[config.mk]
export PLATFORM = sky130hd
export DESIGN_NAME = div_unit_flat
export DESIGN_NICKNAME = d
export VERILOG_FILES = /design/src/rtl/div_unit_if.sv /design/src/rtl/div_unit.sv /design/src/flat_wrapper.sv
export SDC_FILE = /design/constraint.sdc
export NUM_CORES = 1
export LEC_CHECK = 0
export CAP_MARGIN = 20
export CORE_UTILIZATION = 40
export DETAILED_ROUTE_END_ITERATION = 16
export GPL_TIMING_DRIVEN = 1
export PLACE_DENSITY_LB_ADDON = 0.15
export SLEW_MARGIN = 10
export SYNTH_ARGS = -nofsm -noshare
export SYNTH_HDL_FRONTEND = slang
export SYNTH_SLANG_ARGS = --single-unit
[constraint.sdc]
create_clock -name clk -period 5.95 [get_ports clk]
set_input_delay 1.19 -clock clk [delete_from_list [all_inputs] [get_ports clk]]
set_output_delay 1.19 -clock clk [all_outputs]
set_load 0.01 [all_outputs]
[src/rtl/div_unit_if.sv]
// -----------------------------------------------------------------------------
// div_unit_if
// Request/response bundle between the EX stage and the multi-cycle divider.
//
// Signals
//   signed_div_i  1 = DIV (signed), 0 = DIVU
//   opdata1_i     dividend, WIDTH bits
//   opdata2_i     divisor, WIDTH bits
//   start_i       request, held high by EX until ready_o is seen
//   annul_i       cancel for a divide sitting in a flushed slot
//   result_o      {remainder, quotient}, 2*WIDTH bits, registered
//   ready_o       result valid, registered
//
// Modports
//   master  EX-stage side (drives request, observes result)
//   slave   divider side
//
// The WIDTH parameter must match the WIDTH of the div_unit it is bound to.
// -----------------------------------------------------------------------------
interface div_unit_if #(
  parameter int WIDTH = 32
) ();

  logic                   signed_div_i;
  logic [WIDTH-1:0]       opdata1_i;
  logic [WIDTH-1:0]       opdata2_i;
  logic                   start_i;
  logic                   annul_i;
  logic [2*WIDTH-1:0]     result_o;
  logic                   ready_o;

  modport master (
    output signed_div_i,
    output opdata1_i,
    output opdata2_i,
    output start_i,
    output annul_i,
    input  result_o,
    input  ready_o
  );

  modport slave (
    input  signed_div_i,
    input  opdata1_i,
    input  opdata2_i,
    input  start_i,
    input  annul_i,
    output result_o,
    output ready_o
  );

endinterface

[src/rtl/div_unit.sv]
// -----------------------------------------------------------------------------
// div_unit
// Multi-cycle integer divider for DIV / DIVU. One radix-2 restoring step per
// clock; WIDTH steps per divide. The result is {remainder, quotient}, which the
// pipeline writes as HI = remainder, LO = quotient.
//
// Ports
//   clk   rising-edge clock
//   rst   asynchronous, active-low reset (clears state, result and ready)
//   bus   div_unit_if.slave: signed_div_i, opdata1_i, opdata2_i, start_i,
//         annul_i in; result_o, ready_o out (both registered)
//
// Latency
//   Request sampled on edge E0, iterations on E1..E(WIDTH), result and ready
//   visible after E(WIDTH). The result is held while start_i stays high and
//   cleared one edge after start_i drops.
//
// Configuration macro
//   DIV_ZERO_FAST_EN  defined: a zero divisor goes through the one-cycle
//                     BYZERO state and finishes with result 0 after E1.
//                     undefined: a zero divisor runs the normal iteration,
//                     giving quotient all-ones and remainder = dividend
//                     (sign-fixed in signed mode).
// -----------------------------------------------------------------------------
module div_unit #(
  parameter int WIDTH = 32
) (
  input  logic        clk,
  input  logic        rst,
  div_unit_if.slave   bus
);

  localparam int CW = $clog2(WIDTH) + 1;

  localparam logic [1:0] FREE   = 2'b00;
  localparam logic [1:0] BYZERO = 2'b01;
  localparam logic [1:0] ON     = 2'b10;
  localparam logic [1:0] END    = 2'b11;

  localparam logic [CW-1:0] LAST_ITER = CW'(WIDTH - 1);
  localparam logic [CW-1:0] CNT_ONE   = {{(CW-1){1'b0}}, 1'b1};

  // Two's-complement negation when en is set, pass-through otherwise.
  function automatic logic [WIDTH-1:0] neg_if(input logic [WIDTH-1:0] v,
                                              input logic             en);
    logic [WIDTH-1:0] r;
    if (en) begin
      r = ~v + {{(WIDTH-1){1'b0}}, 1'b1};
    end else begin
      r = v;
    end
    return r;
  endfunction

  logic [1:0]           state_r;
  logic [CW-1:0]        cnt_r;
  logic [WIDTH-1:0]     rem_r;      // partial remainder
  logic [WIDTH-1:0]     dvd_r;      // dividend bits shift out, quotient bits shift in
  logic [WIDTH-1:0]     dvs_r;      // divisor magnitude
  logic                 neg_quo_r;  // operand signs differed (signed mode)
  logic                 neg_rem_r;  // dividend was negative (signed mode)
  logic [2*WIDTH-1:0]   result_r;
  logic                 ready_r;

  logic                 op1_neg_s;
  logic                 op2_neg_s;
  logic [WIDTH-1:0]     op1_mag_s;
  logic [WIDTH-1:0]     op2_mag_s;

  logic [WIDTH:0]       shifted_s;
  logic [WIDTH:0]       diff_s;
  logic                 ge_s;
  logic [WIDTH-1:0]     rem_next_s;
  logic [WIDTH-1:0]     quo_next_s;
  logic [WIDTH-1:0]     rem_fix_s;
  logic [WIDTH-1:0]     quo_fix_s;

`ifdef DIV_ZERO_FAST_EN
  logic                 div_zero_s;

  // Zero-divisor detect for the fast BYZERO path.
  always_comb begin
    div_zero_s = (bus.opdata2_i == {WIDTH{1'b0}});
  end
`endif

  // Operand signs and magnitudes presented at request time.
  always_comb begin
    op1_neg_s = bus.signed_div_i & bus.opdata1_i[WIDTH-1];
    op2_neg_s = bus.signed_div_i & bus.opdata2_i[WIDTH-1];
    op1_mag_s = neg_if(bus.opdata1_i, op1_neg_s);
    op2_mag_s = neg_if(bus.opdata2_i, op2_neg_s);
  end

  // One restoring step plus the sign-fixed result used on the final step.
  always_comb begin
    shifted_s = {rem_r, dvd_r[WIDTH-1]};
    diff_s    = shifted_s - {1'b0, dvs_r};
    // The partial remainder always stays below the divisor, so bit WIDTH of
    // the difference is set exactly when the trial subtract went negative.
    ge_s      = ~diff_s[WIDTH];
    if (ge_s) begin
      rem_next_s = diff_s[WIDTH-1:0];
    end else begin
      rem_next_s = shifted_s[WIDTH-1:0];
    end
    quo_next_s = {dvd_r[WIDTH-2:0], ge_s};
    // -2^(WIDTH-1) / -1 wraps to 0x8000... here with no exception.
    quo_fix_s  = neg_if(quo_next_s, neg_quo_r);
    rem_fix_s  = neg_if(rem_next_s, neg_rem_r);
  end

  // Control FSM, iteration datapath and registered outputs.
  always_ff @(posedge clk or negedge rst) begin
    if (!rst) begin
      state_r   <= FREE;
      cnt_r     <= {CW{1'b0}};
      rem_r     <= {WIDTH{1'b0}};
      dvd_r     <= {WIDTH{1'b0}};
      dvs_r     <= {WIDTH{1'b0}};
      neg_quo_r <= 1'b0;
      neg_rem_r <= 1'b0;
      result_r  <= {(2*WIDTH){1'b0}};
      ready_r   <= 1'b0;
    end else begin
      case (state_r)
        FREE: begin
          result_r <= {(2*WIDTH){1'b0}};
          ready_r  <= 1'b0;
          if (bus.annul_i) begin
            state_r <= FREE;
          end else if (bus.start_i) begin
            rem_r     <= {WIDTH{1'b0}};
            dvd_r     <= op1_mag_s;
            dvs_r     <= op2_mag_s;
            neg_quo_r <= op1_neg_s ^ op2_neg_s;
            neg_rem_r <= op1_neg_s;
            cnt_r     <= {CW{1'b0}};
`ifdef DIV_ZERO_FAST_EN
            if (div_zero_s) begin
              state_r <= BYZERO;
            end else begin
              state_r <= ON;
            end
`else
            state_r <= ON;
`endif
          end else begin
            state_r <= FREE;
          end
        end

        BYZERO: begin
          if (bus.annul_i || !bus.start_i) begin
            state_r  <= FREE;
            result_r <= {(2*WIDTH){1'b0}};
            ready_r  <= 1'b0;
          end else begin
            state_r  <= END;
            result_r <= {(2*WIDTH){1'b0}};
            ready_r  <= 1'b1;
          end
        end

        ON: begin
          if (bus.annul_i || !bus.start_i) begin
            state_r  <= FREE;
            cnt_r    <= {CW{1'b0}};
            result_r <= {(2*WIDTH){1'b0}};
            ready_r  <= 1'b0;
          end else if (cnt_r == LAST_ITER) begin
            state_r  <= END;
            cnt_r    <= {CW{1'b0}};
            rem_r    <= rem_next_s;
            dvd_r    <= quo_next_s;
            result_r <= {rem_fix_s, quo_fix_s};
            ready_r  <= 1'b1;
          end else begin
            cnt_r <= cnt_r + CNT_ONE;
            rem_r <= rem_next_s;
            dvd_r <= quo_next_s;
          end
        end

        END: begin
          // annul_i is deliberately ignored here: only start_i releases END.
          if (bus.start_i) begin
            state_r <= END;
          end else begin
            state_r  <= FREE;
            result_r <= {(2*WIDTH){1'b0}};
            ready_r  <= 1'b0;
          end
        end

        default: begin
          state_r  <= FREE;
          cnt_r    <= {CW{1'b0}};
          result_r <= {(2*WIDTH){1'b0}};
          ready_r  <= 1'b0;
        end
      endcase
    end
  end

  assign bus.result_o = result_r;
  assign bus.ready_o  = ready_r;

endmodule

[src/flat_wrapper.sv]
// flat-port wrapper written by rule: the top's interface ports become plain ports
module div_unit_flat 
#(
  parameter int WIDTH = 32
)
  (clk, rst, bus_signed_div_i, bus_opdata1_i, bus_opdata2_i, bus_start_i, bus_annul_i, bus_result_o, bus_ready_o);
  div_unit_if #(.WIDTH(WIDTH)) bus_i ();
  input  logic clk;
  input  logic rst;
  input wire logic [$bits(bus_i.signed_div_i)-1:0] bus_signed_div_i;
  input wire logic [$bits(bus_i.opdata1_i)-1:0] bus_opdata1_i;
  input wire logic [$bits(bus_i.opdata2_i)-1:0] bus_opdata2_i;
  input wire logic [$bits(bus_i.start_i)-1:0] bus_start_i;
  input wire logic [$bits(bus_i.annul_i)-1:0] bus_annul_i;
  output wire logic [$bits(bus_i.result_o)-1:0] bus_result_o;
  output wire logic [$bits(bus_i.ready_o)-1:0] bus_ready_o;
  assign bus_i.signed_div_i = bus_signed_div_i;
  assign bus_i.opdata1_i = bus_opdata1_i;
  assign bus_i.opdata2_i = bus_opdata2_i;
  assign bus_i.start_i = bus_start_i;
  assign bus_i.annul_i = bus_annul_i;
  assign bus_result_o = bus_i.result_o;
  assign bus_ready_o = bus_i.ready_o;
  div_unit #(.WIDTH(WIDTH)) u_core (.clk(clk), .rst(rst), .bus(bus_i));
endmodule
### Yosys cells after proc, flatten, opt, wreduce, memory -nomap -nowiden

Cells that the tools add are included.

| storage, ports and cells | value |
|---|---|
| word-level logic and storage cells | 76 |
| output and inout bits | 65 |
| input bits | 69 |
| register bits after elaboration | 171 |

| cells by class | value |
|---|---|
| bitwise gates (word level) | 9 |
| reduce and logical (&&, ||, !) cells | 9 |
| equality and inequality tests | 9 |
| multiplexer cells | 34 |
| $add $sub $neg | 6 |

Operators with widths:

| operator | count |
|---|---|
| $mux W32 | 11 |
| $mux W64 | 3 |
| $pmux W64 S3 | 1 |
| $add A32 B1 Y32 const B | 4 |
| $not A32 Y32 | 4 |
| $pmux W32 S2 | 2 |
| $sub A33 B32 Y33 | 1 |
| $mux W6 | 4 |
| $mux W2 | 6 |
| $pmux W6 S2 | 1 |
| $ne A2 B2 Y1 const B | 4 |
| $pmux W2 S4 | 1 |
| $add A6 B1 Y6 const B | 1 |
| $eq A6 B5 Y1 const B | 1 |
| $reduce_and A3 Y1 | 2 |
| $eq A2 B2 Y1 const B | 2 |
| $mux W1 | 4 |
| $pmux W1 S4 | 1 |
| $reduce_and A4 Y1 | 1 |
| $ne A3 B1 Y1 const B | 1 |
| $and A1 B1 Y1 | 2 |
| $eq A2 B1 Y1 const B | 1 |
| $logic_not A2 Y1 | 1 |
| $not A1 Y1 | 2 |
| 6 further kinds | 6 |

### Longest topological paths before layout

| depth | value |
|---|---|
| word-level depth | 8 |
| depth in mapped cells | 22 |

### Least setup slack after synthesis

OpenSTA, ideal clock, no wires.

| path | value |
|---|---|
| path kind | register -> register |
| from | register u_core.dvd_r[31] |
| to | register u_core.result_r[60], in the netlist u_core.bus.result_o[60] |
| buffers on the path | 3 |
| arrival time | 4331 ps |
| slack | 1490 ps |
| library setup time | 129 ps |
| data required time | 5821 ps |
| stages on the path, launching flop included | 23 |
| cell sequence | dfrtp_1 inv_1 ha_1 inv_1 fa_1 a211oi_2 o211ai_2 nand4_2 a2111oi_4 nor3_2 nor2_2 inv_2 clkbuf_1 buf_2 nor2_1 a21oi_1 ha_1 o221ai_2 or3_1 buf_6 o41ai_4 xnor2_1 o21ai_1 |

| between the ends | value |
|---|---|
| cells in the longest elaborated chain, start to end | 8 |

Ends and longest elaborated chain:

| item | RTL line | text |
|---|---|---|
| from (decl) | div_unit.sv:58 | `logic [WIDTH-1:0] dvd_r;` |
| from (signal assigned) | div_unit.sv:119 | `dvd_r <= {WIDTH{1'b0}};` |
| from (signal assigned) | div_unit.sv:134 | `dvd_r <= op1_mag_s;` |
| from (signal assigned) | div_unit.sv:175 | `dvd_r <= quo_next_s;` |
| $sub A33 B32 Y33 | div_unit.sv:98 | `diff_s = shifted_s - {1'b0, dvs_r};` |
| $mux W32 (*) | div_unit.sv:102 | `if (ge_s) begin` |
| $not A32 Y32 | div_unit.sv:48 | `r = ~v + {{(WIDTH-1){1'b0}}, 1'b1};` |
| $add A32 B1 Y32 | div_unit.sv:48 |  |
| $mux W32 (*) | div_unit.sv:47 | `if (en) begin` |
| $mux W64 (*) | div_unit.sv:171 | `end else if (cnt_r == LAST_ITER) begin` |
| $mux W64 (*) | div_unit.sv:166 | `if (bus.annul_i \|\| !bus.start_i) begin` |
| $pmux W64 S3 (*) | div_unit.sv:126 | `case (state_r)` |
| to (signal assigned) | div_unit.sv:128 | `result_r <= {(2*WIDTH){1'b0}};` |
| to (signal assigned) | div_unit.sv:169 | `result_r <= {(2*WIDTH){1'b0}};` |
| to (signal assigned) | div_unit.sv:176 | `result_r <= {rem_fix_s, quo_fix_s};` |
| to (decl) | div_unit.sv:62 | `logic [2*WIDTH-1:0] result_r;` |

Every way passes the cells marked *; elsewhere a longest branch is shown, timed or not. The select of a mux whose other input is x is not followed.
A chain may end at the register's enable or synchronous reset.

### Worst setup path in the final report

Ends and elaborated chain as after synthesis.

==> flow_summary.yaml <==
floorplan:
  core_sq_mm: 0.0290
  pin_count: 134
  die_w_um: 175
  start_util_pct: 41.2
  die_h_um: 175
  num_rows: 62
  fp.dieArea_sq_mm: 0.0306
yosys:
  ys_seq_area_share_pct: 35.8
  ys.flop_type: "dfrtp_1"
  avgSynthCellArea_sq_um: 8.18
  synth_edf_count: 0
  async_flop_share_pct: 100
  syn_area_sq_mm: 0.0119
  synth_nets: 1570
  synth.area.top_cells: "dfrtp_1 36%, o21ai_0 8.8%, nand2_1 7.5%, xor2_1 5.3%, xnor2_1 4.5%"
  synth_cell_types: 81
  synth_top_cell_by_area: "dfrtp_1"
  syn_inst: 1460
  yosys_warnings: 0
  synth_seq_cells: 171
  yosysTopAreaCellShare_pct: 35.8
placement:
  pre_cts_slack_ps: 1080
  dp_hpwl_um: 25700
  placed_area_sq_mm: 0.0135
  port_buffers: 133
  globalplace.congestion: 0.921
finish:
  n_fill_cell: 2837
  area_growth_pct: 18.3
  final_net_count: 1659
  antenna_cells: 0
  final_common_cell: "nand2_1"
  layout_common_cells: "238 x nand2_1, 210 x o21ai_0, 171 x dfrtp_1"
  final_area_sq_mm: 0.0141
  utilization_pct: 48.7
  drive_gt1_share_pct: 5.31
setup_path:
  cp.arrival_ps: 5230
  path_class: "reg -> reg"
  critPathLaunchType: "flop"
  crit_fanout: 25
  worstPathRequired_ps: 6270
  cp-end-kind: "flop"
power:
  irDropWorstVdd_mv: 0.155
  p_leak_nw: 5.89
  switchingPower_w: 0.00130
  swShare_pct: 36.7
  p_int_w: 0.00224
  pwr-share-comb_pct: 28.2
  p_per_area_mw_per_mm2: 250
  clock_power_share_pct: 32.1
  pwr-share-seq_pct: 39.7
clock_tree:
  ctsResizeCount: 0
  cts_max_level: 4
  post-cts-setup-buffer-count: 0
  cts_root_buffer: "clkbuf_16"
  numCtsBuffers: 17
  cts_max_path_buffers: 2
  cts_tree: "built"
  cts_hold_buf: 0
  clkTransAtPathRegs_ps: 80
  clock-sinks: 171
  clkLatencyLatePin_ps: 450
sta:
  max_freq_mhz: 203
  fin_crit_ps: 4910
  setup_tns_ps: 0
  worstMarginPinSlew_ps: 1020
  final-hold-violation-count: 0
  clock_skew_ps: 11.2
  maxSlewHeadroom_pct: 32.2
  slew_viol_final: 0
  rsz0062_at_grt: "false"
  period_share_pct: 82.6
  finalSetupViolCount: 0
  worst_slack_ps: 1040
run_status:
  outcome: "finished, final reports clean"
global_route:
  grt_max_degree: 89
  track_usage_pct: 22.8
  antenna_found_initial: 0
  gr-total-overflow: 0
  first_global_vias: 10288
  grt_pass1_wl_um: 55700
drt:
  wirelength_um: 34200
  avgViaCountPerCell: 5.56
  final_antenna_net_count: 0
  route.vias.total: 10825
  route.detailed.drc: 0
  dr.pass1.iters: 5
  drt_iter0_drc: 741
  wl_per_cell_um: 17.6
min_path:
  hold_class: "reg -> reg"
flow_run:
  maxCapViolCount: 0
[cell families after synthesis]
group / after synthesis / share of synthesized area [%]
and+or+nand+nor: 496 / 19.0
AOI/OAI and AO/OA: 462 / 24.0
DFF: 171 / 35.8
xor gates and xnor gates: 134 / 9.83
buffers and inverters: 125 / 4.39
adders and majority gates: 41 / 4.36
muxes: 31 / 2.62
[synthesized netlist by cell type, types with 5 or more instances]
cell      number
or4_1         15
mux2i_1       29
o21ai_1        7
inv_1         49
a22o_1         7
buf_2          8
nand2_1      240
nor3_1        20
buf_1          8
or3_1         17
buf_6          6
and2_1        15
a21o_1        13
xor2_1        72
nor3b_1        5
dfrtp_1      171
nand4_1        8
a21oi_1       94
and3_1         8
nor4_1        12
nor2_1       105
o31ai_1       30
a211oi_1       7
o21ai_0      210
a31oi_1       16
nand3_1       21
ha_1          40
xnor2_1       62
o41ai_1       15
or2_2          8
o21a_1         6
nor2b_1        7
clkbuf_1      52
[worst paths after layout]
path / startpoint / endpoint / slack [ps] / cells past startpoint
max in group asynchronous: rst / u_core.dvd_r[29] / 3950 / 2
worst min-delay path: u_core.bus.result_o[40] / u_core.bus.result_o[40] / 480 / 2
worst min register to register: u_core.bus.result_o[40] / u_core.bus.result_o[40] / 480 / 2
worst max register to register: u_core.dvd_r[31] / u_core.bus.result_o[60] / 1040 / 18
min in group asynchronous: rst / u_core.dvs_r[8] / 800 / 1
worst max-delay path: u_core.dvd_r[31] / u_core.bus.result_o[60] / 1040 / 18
[area by class of cell]
type | count | area (sq um) | area share (%)
Tap cell | 384 | 480 | 3.40
Clock inverter | 15 | 165 | 1.17
Multi-Input combinational cell | 1164 | 7160 | 50.7
Inverter | 51 | 191 | 1.35
Clock buffer | 17 | 425 | 3.01
Sequential cell | 171 | 4280 | 30.3
Timing Repair Buffer | 144 | 1430 | 10.1
[per-stage QoR]
stage | cells | power, W | hold WS (ps)
6_report | 1946 | 0.00354 | 481
5_1_grt | 1946 | 0.00375 | 508
3_5_place_dp | 1913 | 0.00242 | 470
2_1_floorplan | 1460 | 0.00210 | 450
4_1_cts | 1945 | 0.00357 | 486
3_3_place_gp | 1913 | 0.00241 | 465
[power by group through the flow]
stage / Sequential (W) / Combinational [W] / Clock, W
after global routing: 0.00143 / 0.00111 / 0.00120
after detailed placement: 0.00143 / 0.000995 / 0
final: 0.00141 / 0.000997 / 0.00114
after CTS: 0.00140 / 0.00100 / 0.00116
after global placement: 0.00142 / 0.000989 / 0
after floorplan: 0.00139 / 0.000713 / 0
[worst max-delay path: stages, from the launching register on]
cell and delay, ps:
dfrtp_1 400, inv_1 80, ha_1 160, inv_1 60
fa_1 430, a211oi_2 280, o211ai_2 140, nand4_2 180
a2111oi_4 110, nor3_2 650, nor2_4 40, inv_2 410
mux2i_1 360, ha_1 290, o221ai_2 160, or3_1 480
o41ai_4 330, xnor2_1 150, o21ai_1 70
[metal layers]
| layer | vias to the layer above | routed length [um] | GRT usage, % | part of all wire (%) |
|---|---|---|---|---|
| li1 | 5367 | - | - | - |
| met1 | 5139 | 16300 | 32.3 | 48 |
| met2 | 274 | 15500 | 35.7 | 45 |
| met3 | 45 | 1580 | 3.37 | 4.6 |
| met4 | 0 | 855 | 7.21 | 2.5 |
| met5 | - | 0 | 0 | 0 |
[flip-flops by register name, summed over array words and instances (netlist names)]
register             flops
u_core.rem_r            32
u_core.dvs_r            32
u_core.state_r           2
u_core.bus.ready_o       1
u_core.dvd_r            32
u_core.neg_quo_r         1
u_core.neg_rem_r         1
u_core.cnt_r             6
u_core.bus.result_o     64
(Power assumes the default switching activity.)
==> variant 1 (same settings) <==
One comparison of `cnt_r` changes from == to >=.
--- a/src/rtl/div_unit.sv
+++ b/src/rtl/div_unit.sv
@@ -170,3 +170,3 @@
             ready_r  <= 1'b0;
-          end else if (cnt_r == LAST_ITER) begin
+          end else if (cnt_r >= LAST_ITER) begin
             state_r  <= END;
Formal check against the unedited RTL: no difference found for any inputs over 4 cycles, from zero or initial values and one cycle with rst low; that may be too few to reach the edited logic, so the function may still have changed.
==> variant 1 against the original RTL <==
- wire length is 14% higher
- area after synthesis is 1.5% higher
- sequential cell count stayed put
- critical path depth is 1 higher
- setup slack worse by 290 ps
- via count grew 5.4%
- non-clock buffer count up 9
- cell area increased by 2.0%
- clock skew up 4.7 ps
- critical path type unchanged
- critical endpoint is now u_core.bus.result_o[50]$_DFFE_PN0P_
- highest routed layer unchanged
Power is not compared: it rests on default switching activity, and its combinational part moved more than twofold at a synthesized area within 25%.
==> variant 1: results <==
metrics = {
    "cells_and_area": {
        "nets": 1705,
        "drive_gt1_frac": 0.05535,
        "fin_util": 0.4852,
        "fillers": 2884,
    },
    "critical_path": {
        "worstPathMaxFanout": 13,
        "r2r_setup_slack_ps": 750,
        "cpLargestDelayFamily": "compound AO/OA/AOI/OAI gates",
        "setup.worst_path.end": "u_core.bus.result_o[50]$_DFFE_PN0P_",
        "rr_worst_depth": 19,
        "critPathArrivalTime_ps": 5580,
    },
    "grt": {
        "largest_net_degree_at_the_start_of_global_routing": 86,
        "grt_pass1_wl_microns": 61220,
    },
    "detailed_routing": {
        "wl_met1_microns": 19120,
        "detailroute.wirelength.met3_microns": 2182,
        "via_per_inst": 5.713,
        "routed_wl_microns": 38930,
        "wl_met2_microns": 16870,
        "drt_iter0_markers": 830,
    },
    "cts": {
        "max-clock-path-buffers": 2,
    },
    "place": {
        "pre_cts_ws_ps": 808.3,
        "place.gp.congestion": 0.9336,
        "dp.cells": 1966,
        "place_area_sq_um": 13810,
        "hpwl_microns": 29330,
    },
    "synthesis": {
        "synth_seq_area_share": 0.3531,
        "synthesized_area_fraction_occupied_by_ao_oa_aoi_and_oai_cells": 0.2441,
        "post_synth_main_area_contributors": "sky130_fd_sc_hd__dfrtp_1, sky130_fd_sc_hd__o21ai_0, sky130_fd_sc_hd__nand2_1",
        "muxShareOfSynthArea": 0.03180,
        "yosys.area_share.xor_xnor": 0.08745,
        "ys_top_cells_by_count": "sky130_fd_sc_hd__nand2_1, sky130_fd_sc_hd__o21ai_0, sky130_fd_sc_hd__dfrtp_1",
        "synth_area_per_cell_sq_um": 8.106,
    },
    "worst_hold_path": {
        "min_to": "u_core.bus.result_o[42]$_DFFE_PN0P_",
        "min_from": "u_core.bus.result_o[42]$_DFFE_PN0P_",
    },
    "sta": {
        "finalCriticalPeriod_ps": 5205,
        "worst_hold_slack_ps": 473.1,
    },
    "outcome": {
        "run_status": "completed",
    },
}
==> variant 1: cell count changes after synthesis, moves of 6 or more <==
cell                       delta
sky130_fd_sc_hd__mux2_2       +6
sky130_fd_sc_hd__nor2_1      -14
sky130_fd_sc_hd__a21oi_1     +27
sky130_fd_sc_hd__buf_6        -6
sky130_fd_sc_hd__a31oi_1      -6
sky130_fd_sc_hd__nor3_1      +14
sky130_fd_sc_hd__xor2_1       -9
sky130_fd_sc_hd__o211ai_1     +6
sky130_fd_sc_hd__or4_1        -7
sky130_fd_sc_hd__nor4_1      +10
==> variant 1: per-layer routing <==
layer  vias up  global-route usage
met1      5426              0.3740
li1       5591                   -
met5         -                   0
met2       347              0.3835
met3        50             0.03962
met4         0             0.07319
==> variant 1: layout make-up <==
cell class | count | share of cell area
Inverter | 51 | 0.01328
Multi-Input combinational cell | 1201 | 0.5114
Sequential cell | 171 | 0.2968
Clock inverter | 15 | 0.01232
Clock buffer | 17 | 0.02951
Tap cell | 390 | 0.03385
Timing Repair Buffer | 153 | 0.1028
==> variant 2 (same settings) <==
Made on the original files. `WIDTH` is set to 32 in 3 places; all go to 64.
--- a/src/rtl/div_unit_if.sv
+++ b/src/rtl/div_unit_if.sv
@@ -20,3 +20,3 @@
 interface div_unit_if #(
-  parameter int WIDTH = 32
+  parameter int WIDTH = 64
 ) ();
--- a/src/rtl/div_unit.sv
+++ b/src/rtl/div_unit.sv
@@ -25,3 +25,3 @@
 module div_unit #(
-  parameter int WIDTH = 32
+  parameter int WIDTH = 64
 ) (
--- a/src/flat_wrapper.sv
+++ b/src/flat_wrapper.sv
@@ -3,3 +3,3 @@
 #(
-  parameter int WIDTH = 32
+  parameter int WIDTH = 64
 )
Ports: changed (resized bus_opdata1_i, bus_opdata2_i and bus_result_o); port bits go from 134 to 262. No check against the original RTL was run, so the function may have changed too.
==> variant 2 against the original RTL <==
- cell area increased by 110%
- setup slack got worse by 770 ps
- synthesized cell count increased by 110%
- power increased by 120%
- utilization increased by 0.20 points
- wire length increased to 2.6 times the old value
- area after synthesis increased by 110%
- sequential share of layout area decreased by 2.3 points
- first-iteration DRC count increased by 130%
- sequential cell count increased by 161
- critical path type unchanged
- largest cell class unchanged
==> variant 2: results <==
metrics = {
    "place": {
        "dp.cells": 4084,
        "port_buffers": 261,
        "place_area_sq_um": 28270,
        "hpwl_microns": 70710,
        "place.gp.congestion": 0.9908,
    },
    "synthesis": {
        "ys_top_cells_by_count": "sky130_fd_sc_hd__nand2_1, sky130_fd_sc_hd__o21ai_0, sky130_fd_sc_hd__dfrtp_1",
        "synth_nets": 3339,
        "synth.distinct_cells": 102,
        "post_synth_main_area_contributors": "sky130_fd_sc_hd__dfrtp_1, sky130_fd_sc_hd__o21ai_0, sky130_fd_sc_hd__nand2_1",
    },
    "sta": {
        "maxSlewHeadroom": 0.2787,
    },
    "power_and_ir_drop": {
        "pg_seq_uw": 2710,
        "pwr.group.combinational_uw": 2560,
        "power.static_leakage_uw": 0.01221,
        "p_sw_uw": 2874,
        "seq_power_share": 0.343,
    },
    "worst_hold_path": {
        "holdCritPathClass": "reg2reg",
    },
    "cells_and_area": {
        "finish.cell_count_without_fillers": 4156,
        "drive_gt1_frac": 0.07293,
        "nets": 3551,
        "number_of_flip_flops_in_the_largest_register": 128,
        "fillers": 5948,
    },
    "detailed_routing": {
        "routed_wl_microns": 90480,
        "via_per_inst": 5.801,
        "drt_iter0_markers": 1692,
    },
    "cts": {
        "ctsHtreeMaxLevel": 2,
        "clk_pin_slew_worst_paths_ps": 60,
        "max-clock-path-buffers": 3,
        "worstSkewPairLatency_ps": 580,
    },
    "critical_path": {
        "worstPathMaxFanout": 9,
        "critPathArrivalTime_ps": 6100,
        "crit_path_top_delay_cell": "sky130_fd_sc_hd__dfrtp_1",
        "critical-path-max-stage-delay_ps": 460,
    },
    "outcome": {
        "run_status": "completed",
    },
    "grt": {
        "grt.total_usage": 0.2869,
        "grt_pass1_wl_microns": 140500,
        "largest_net_degree_at_the_start_of_global_routing": 131,
        "grt_pass1_vias": 23437,
    },
}
variant 2: area by class of cell:
type / count / area (sq um) / share of cell area
Antenna cell: 1 / 2.502 / 0.00008429
Clock buffer: 53 / 1130 / 0.03806
Clock inverter: 17 / 260.3 / 0.008766
Inverter: 101 / 379.1 / 0.01277
Multi-Input combinational cell: 2521 / 15320 / 0.5159
Sequential cell: 332 / 8310 / 0.2799
Tap cell: 782 / 978.4 / 0.03296
Timing Repair Buffer: 349 / 3311 / 0.1115
variant 2: through the flow:
| step | setup WS [ps] | utilization |
|---|---|---|
| 5_1_grt | 2.141 | 0.4891 |
| 2_1_floorplan | 60.95 | - |
| 6_report | 269.7 | 0.4891 |
| 3_3_place_gp | 446.5 | 0.4656 |
| 4_1_cts | 213.8 | 0.4886 |
| 3_5_place_dp | 257.2 | 0.4657 |
variant 2: repair_timing:
item | in CTS | in global routing
hold buffers | 0 | 0
gates resized for setup | 0 | 5
endpoints found under the setup margin | 0 | 8
variant 2: path summary, 6_finish.rpt:
kind | start | endpoint | slack (ps) | cells past startpoint
min | u_core.bus.result_o[57]$_DFFE_PN0P_ | u_core.bus.result_o[57]$_DFFE_PN0P_ | 470 | 2
min reg2reg | u_core.bus.result_o[57]$_DFFE_PN0P_ | u_core.bus.result_o[57]$_DFFE_PN0P_ | 470 | 2
max reg2reg | u_core.rem_r[30]$_DFFE_PN0P_ | u_core.bus.result_o[124]$_DFFE_PN0P_ | 270 | 22
max | u_core.rem_r[30]$_DFFE_PN0P_ | u_core.bus.result_o[124]$_DFFE_PN0P_ | 270 | 22
min in group asynchronous | rst | u_core.dvs_r[60]$_DFFE_PN0P_ | 580 | 1
max in group asynchronous | rst | u_core.neg_quo_r$_DFFE_PN0P_ | 4150 | 2
variant 2: kinds of logic (layout without fill, tap and decap cells):
kind of cell | count (synthesis) | in the layout | share of synthesized area
and+or+nand+nor | 1116 | 1116 | 0.2110
AOI/OAI and AO/OA | 998 | 998 | 0.2477
DFF | 332 | 332 | 0.3365
xor gates and xnor gates | 284 | 284 | 0.1007
buffers and inverters | 280 | 520 | 0.04622
adders and majority gates | 73 | 73 | 0.03730
muxes | 50 | 50 | 0.02052
other | 0 | 1 | 0
variant 2: routing by layer:
| metal | vias to the layer above | wire length [microns] | GRT usage |
|---|---|---|---|
| met5 | - | 0 | 0 |
| met4 | 0 | 2516 | 0.08203 |
| met3 | 123 | 4569 | 0.03429 |
| met2 | 698 | 42660 | 0.4748 |
| met1 | 11735 | 40730 | 0.3926 |
| li1 | 11552 | - | - |
variant 2: worst max-delay path, delay by kind of cell, from the launching register on:
kind,cells,cell delay [ps]
adders and majority gates,2,660
DFF,1,460
buffers and inverters,3,450
AOI/OAI and AO/OA,11,2660
xor gates and xnor gates,1,180
and+or+nand+nor,5,1110
